`src/rtl/shift_add_mul_ctrl.sv`:
```
// Sequencer and accumulator for a 4x4 shift-and-add multiplier built around an
// external 8-bit load/shift-left register (D/sel out, Q back in).
module shift_add_mul_ctrl (
    input  logic       clk,
    input  logic       reset,
    input  logic       start,
    input  logic [3:0] A,
    input  logic [3:0] B,
    input  logic [7:0] Q,
    output logic [3:0] D,
    output logic       sel,
    output logic [7:0] P,
    output logic       busy,
    output logic       done
);

    typedef enum logic [1:0] {IDLE, LOAD, ACC, DONE} state_t;

    state_t     state, state_nxt;
    logic [3:0] a_reg, b_reg;
    logic [1:0] k;
    logic       accept;

    always_ff @(posedge clk or posedge reset) begin
        if (reset) state <= IDLE;
        else       state <= state_nxt;
    end

    // A new start is honoured only from IDLE or DONE; LOAD/ACC ignore it.
    always_comb begin
        state_nxt = state;
        sel       = 1'b0;
        busy      = 1'b0;
        done      = 1'b0;
        accept    = 1'b0;
        case (state)
            IDLE: begin
                if (start) begin
                    accept    = 1'b1;
                    state_nxt = LOAD;
                end
            end
            LOAD: begin
                sel       = 1'b1;
                busy      = 1'b1;
                state_nxt = ACC;
            end
            ACC: begin
                busy = 1'b1;
                if (k == 2'd3) state_nxt = DONE;
            end
            DONE: begin
                done = 1'b1;
                if (start) begin
                    accept    = 1'b1;
                    state_nxt = LOAD;
                end else begin
                    state_nxt = IDLE;
                end
            end
            default: state_nxt = IDLE;
        endcase
    end

    // Q holds a_reg<<k throughout ACC, so the partial product is added directly.
    always_ff @(posedge clk or posedge reset) begin
        if (reset) begin
            a_reg <= 4'd0;
            b_reg <= 4'd0;
            k     <= 2'd0;
            P     <= 8'd0;
        end else begin
            if (accept) begin
                a_reg <= A;
                b_reg <= B;
                P     <= 8'd0;
            end
            if (state == LOAD) k <= 2'd0;
            if (state == ACC) begin
                if (b_reg[k]) P <= P + Q;
                if (k != 2'd3) k <= k + 2'd1;
            end
        end
    end

    assign D = a_reg;

endmodule

```
`config.mk`:
```
export PLATFORM = sky130hd
export DESIGN_NAME = shift_add_mul_ctrl
export DESIGN_NICKNAME = d
export VERILOG_FILES = /design/src/rtl/shift_add_mul_ctrl.sv
export SDC_FILE = /design/constraint.sdc
export NUM_CORES = 1
export LEC_CHECK = 0
export CAP_MARGIN = 20
export CORE_ASPECT_RATIO = 0.6
export CORE_MARGIN = 1
export CORE_UTILIZATION = 44
export CTS_BUF_LIST = sky130_fd_sc_hd__clkbuf_2 sky130_fd_sc_hd__clkbuf_4 sky130_fd_sc_hd__clkbuf_8
export DETAILED_ROUTE_END_ITERATION = 7
export PLACE_DENSITY_LB_ADDON = 0.2
export SLEW_MARGIN = 20
export SYNTH_ARGS = -nofsm -noshare
export SYNTH_HDL_FRONTEND = slang
export SYNTH_SLANG_ARGS = --single-unit
```
`constraint.sdc`:
```
create_clock -name clk -period 1.9 [get_ports clk]
set_clock_uncertainty 0.05 [all_clocks]
set_input_delay 0.285 -clock clk [delete_from_list [all_inputs] [get_ports clk]]
set_output_delay 0.285 -clock clk [all_outputs]
set_load 0.02 [all_outputs]
```
=== Word level (Yosys, flattened, before mapping) ===
Cells that the tools add are included.

* Register bits after elaboration: 20
* Word-level logic and storage cells: 36

* Add/subtract/negate cells: 2
* Magnitude comparators: 1
* Equal/unequal tests: 7
* Muxes and demuxes: 17
* Reduce and logical (&&, ||, !) cells: 4

{| class="wikitable"
|+ Operator list
! operator !! number
|-
| 8-bit two-way mux || 3
|-
| 2-bit two-way mux || 5
|-
| 8-bit adder || 1
|-
| 2-bit one-hot mux with 4 select lines || 1
|-
| 1-bit two-way mux || 7
|-
| 2-bit == test (second input constant) || 3
|-
| 2-bit != test (second input constant) || 3
|-
| 2-bit OR reduction || 2
|-
| 2-bit by 3-bit < comparator with 1-bit output (second input constant) || 1
|-
| 2-bit by 1-bit adder with 2-bit output (second input constant) || 1
|-
| 1-bit binary-select mux with 2-bit select || 1
|-
| 2-bit by 1-bit == test with 1-bit output (second input constant) || 1
|-
| 2-bit logical NOT || 1
|-
| 2-bit AND reduction || 1
|}

=== Logic depth before layout (Yosys ltp) ===
* Depth in word-level cells: 6
* Depth in mapped cells: 8
* Depth with buffers taken out: 8

=== Worst setup path after synthesis ===
No wires, ideal clock.

* Path kind: register to register
* From: register P[0]
* To: register P[6]
* Setup time: 0.092 ns
* Arrival time: 1.813 ns
* Setup slack: -0.055 ns
* Cell stages (with the launch flop): 9
* Buffers on the path: 0
* Clock period less this slack: 1.955 ns
* Cell sequence: dfrtp_1 ha_1 inv_1 fa_1 nor2b_4 o31a_1 o21a_1 o21a_1 o31ai_2

* Cells in the longest elaborated chain, start to end: 3

{| class="wikitable"
|+ RTL lines
! element !! line !! text
|-
| start, declared || 12 || <nowiki>output logic [7:0] P,</nowiki>
|-
| start signal, assigned || 80 || <nowiki>if (b_reg[k]) P <= P + Q;</nowiki>
|-
| 8-bit adder || 80 ||
|-
| 8-bit two-way mux || 80 ||
|-
| 8-bit two-way mux || 79 || <nowiki>if (state == ACC) begin</nowiki>
|}

Every way passes these cells.
A chain may end at the register's enable or synchronous reset.

=== Worst setup path in the final report ===
Same ends and word-level chain as after synthesis.

==> metrics <==
outcome finished, violations left; failing checks negative setup slack; cell row count 14; commonest non-fill, non-tap cell in the layout clkdlybuf4s50_1; placed inst area 1640 um2; total wire length 2820 um; max-slew violations 0; Final setup viols 1; Critical Path RT 2020 ps; CP bufs+invs 1; met3 wire len 105 um; most frequent CP cell o21a_1; Post-Syn Instances 126; Port Buffers 33; Total Neg Setup Slack -17.6 ps; crit-path cells ha_4 -> inv_2 -> fa_2 -> nor2b_4 -> o31a_1 -> o21a_1 -> o21a_1 -> o31ai_2; Setup CP Type register to register; pwr/cell area 1470 nW/um2; setup ws final -17.6 ps; Internal 0.00147 W; initial core utilization 0.472; endpoints failing hold 0; Leakage 0.813 nW; Clock Tree Buf Depth 2; combinational power share 0.585; crit-path max cell delay 430 ps; Place WS -359 ps; diodes inserted 0; core box area 2540 um2; final worst path period share 1.01; Synth Cell Area 1200 um2; Rel. slew slack 0.671; CP Max Fanout 2; max_cap viols 0; worst skew pair latency 260 ps; hold-fix buffers at CTS 0; post-route ant nets 0; total track usage 0.216; Final min period 1920 ps; vias in the first global route 1087; Syn Area/Cell 9.52 um2; clock root buffer clkbuf_8; layout cells sized above 1 0.159; RSZ-0062 raised after global routing true; WL per Instance 14.0 um; main area contributors after synthesis dfrtp_1 42%, ha_1 14%, nand2_1 8.1%; Netlist cell types 32; M1 WL 1380 um; routed wire length on met2 1310 um; max reg flops 8; switching power total 0.00105 W; DP HPWL 2160 um; Top Family by Delay on Critical Path compound AO/OA/AOI/OAI gates; RePlAce Congestion 0.910; GR Overflow Total 0; Area Growth Syn to Fin 42.8%; CTS Sinks 20; die width 69.4 um; Slew @ Worst Pin 481 ps; first-pass GRT wire length 4860 um; Crit. End Element register; Yosys warnings 0; CTS clk-pin slew, worst paths 70 ps; First-pass DRT Iterations 4; io pins 34; most frequent cells in the layout 30 x clkdlybuf4s50_1, 26 x nand2_1, 19 x dfrtp_1; Fmax 0.521 GHz; fin area 1710 um2; antenna violations before repair 0; register bit total from synthesis 20; Flop pwr share 0.296; pin count of the biggest net entering global routing 21; maximum VDD drop 0.000956 V; DRC 0; Hold/Removal Path Class input pin to async pin; Num CTS Buffers 3; H-tree levels 1; sequential share of the synthesized area 0.417; Synth top area share 0.417; die height 42.5 um; synthesized net count 159; slowest CP cell dfrtp_2; Top Layer Used met4; Vias 1044; Net Sw Frac 0.417; EDFF count, synth 0; TritonCTS clock tree yes; Post-synth ARST share 1.00; Via density 5.17; Setup crit start kind register; predominant post-synthesis flop cell dfrtp_1; # nets final 204; Yosys top cell by area dfrtp_1; DRT iter0 DRCs 43; Clk network pwr share 0.120; crit path DAT 2040 ps; DIE AREA 2950 um2
[repair_timing]
action,4_1_cts,5_1_grt
pin swaps,1,0
buffers inserted,2,0
endpoints found under the setup margin,3,2
resized for setup,5,1
gates cloned,0,0
[path summary, 6_finish.rpt]
| check | from | to | slack [ps] | depth (start not counted) |
|---|---|---|---|---|
| setup reg to reg | P[0] | P[6] | -20 | 8 |
| max in group asynchronous | reset | P[0] | 1270 | 3 |
| min in group clk | P[7] | P[7] | 430 | 1 |
| setup / recovery | P[0] | P[6] | -20 | 8 |
| hold / removal | reset | P[7] | 310 | 3 |
| hold reg to reg | P[7] | P[7] | 430 | 1 |
[cell usage after synthesis (2+ instances only)]
cell type,count
a211oi_1,2
a21o_1,2
a21oi_1,3
buf_1,2
dfrtp_1,20
ha_1,13
inv_1,9
nand2_1,26
nand2b_1,3
nand3_1,8
nand3b_1,2
nor2_1,2
o211ai_1,2
o21a_1,3
o21ai_0,11
xor2_1,2
[through the flow]
step                       util  power, W  hold WS (ps)  instances
after global placement    0.644   0.00213           407        196
after detailed placement  0.644   0.00219           419        196
after CTS                 0.672   0.00252           316        202
final                     0.674   0.00252           309        202
after global routing      0.674   0.00273           345        202
after floorplan               -   0.00164           199        126
[metal layers]
layer,up-vias,GRT usage
met3,5,0.0625
met1,497,0.277
met2,23,0.363
li1,519,-
met4,0,0.0531
met5,-,0
[tightest hold or removal path: cells and delay by family]
family                 cells  cell delay (ps)
buffers and inverters      3              730
[layout make-up]
cell class	count	area (um2)
Tap cell	32	40.0
Multi-Input combinational cell	93	679
Inverter	9	33.8
Timing Repair Buffer	44	409
Clock buffer	4	48.8
Fill cell	193	827
Sequential cell	20	502
[power groups by stage]
stage	clock network (W)	registers (W)	logic, W
after floorplan	0	0.000836	0.000803
after global placement	0	0.000741	0.00139
after detailed placement	0	0.000751	0.00144
after CTS	0.000313	0.000744	0.00146
after global routing	0.000330	0.000770	0.00163
final	0.000302	0.000745	0.00147
[cells by family (layout without fill, tap and decap cells)]
kind of cell | after synthesis | in the layout | synth area share
adder cells (fa/ha/maj) | 14 | 14 | 0.152
XOR/XNOR | 3 | 3 | 0.0219
AO/OA/AOI/OAI | 28 | 28 | 0.153
flip-flops | 20 | 20 | 0.417
AND/OR/NAND/NOR | 45 | 45 | 0.175
buffers and inverters | 13 | 57 | 0.0438
multiplexers | 3 | 3 | 0.0365
Note: power is estimated with default switching activity, not from simulation.
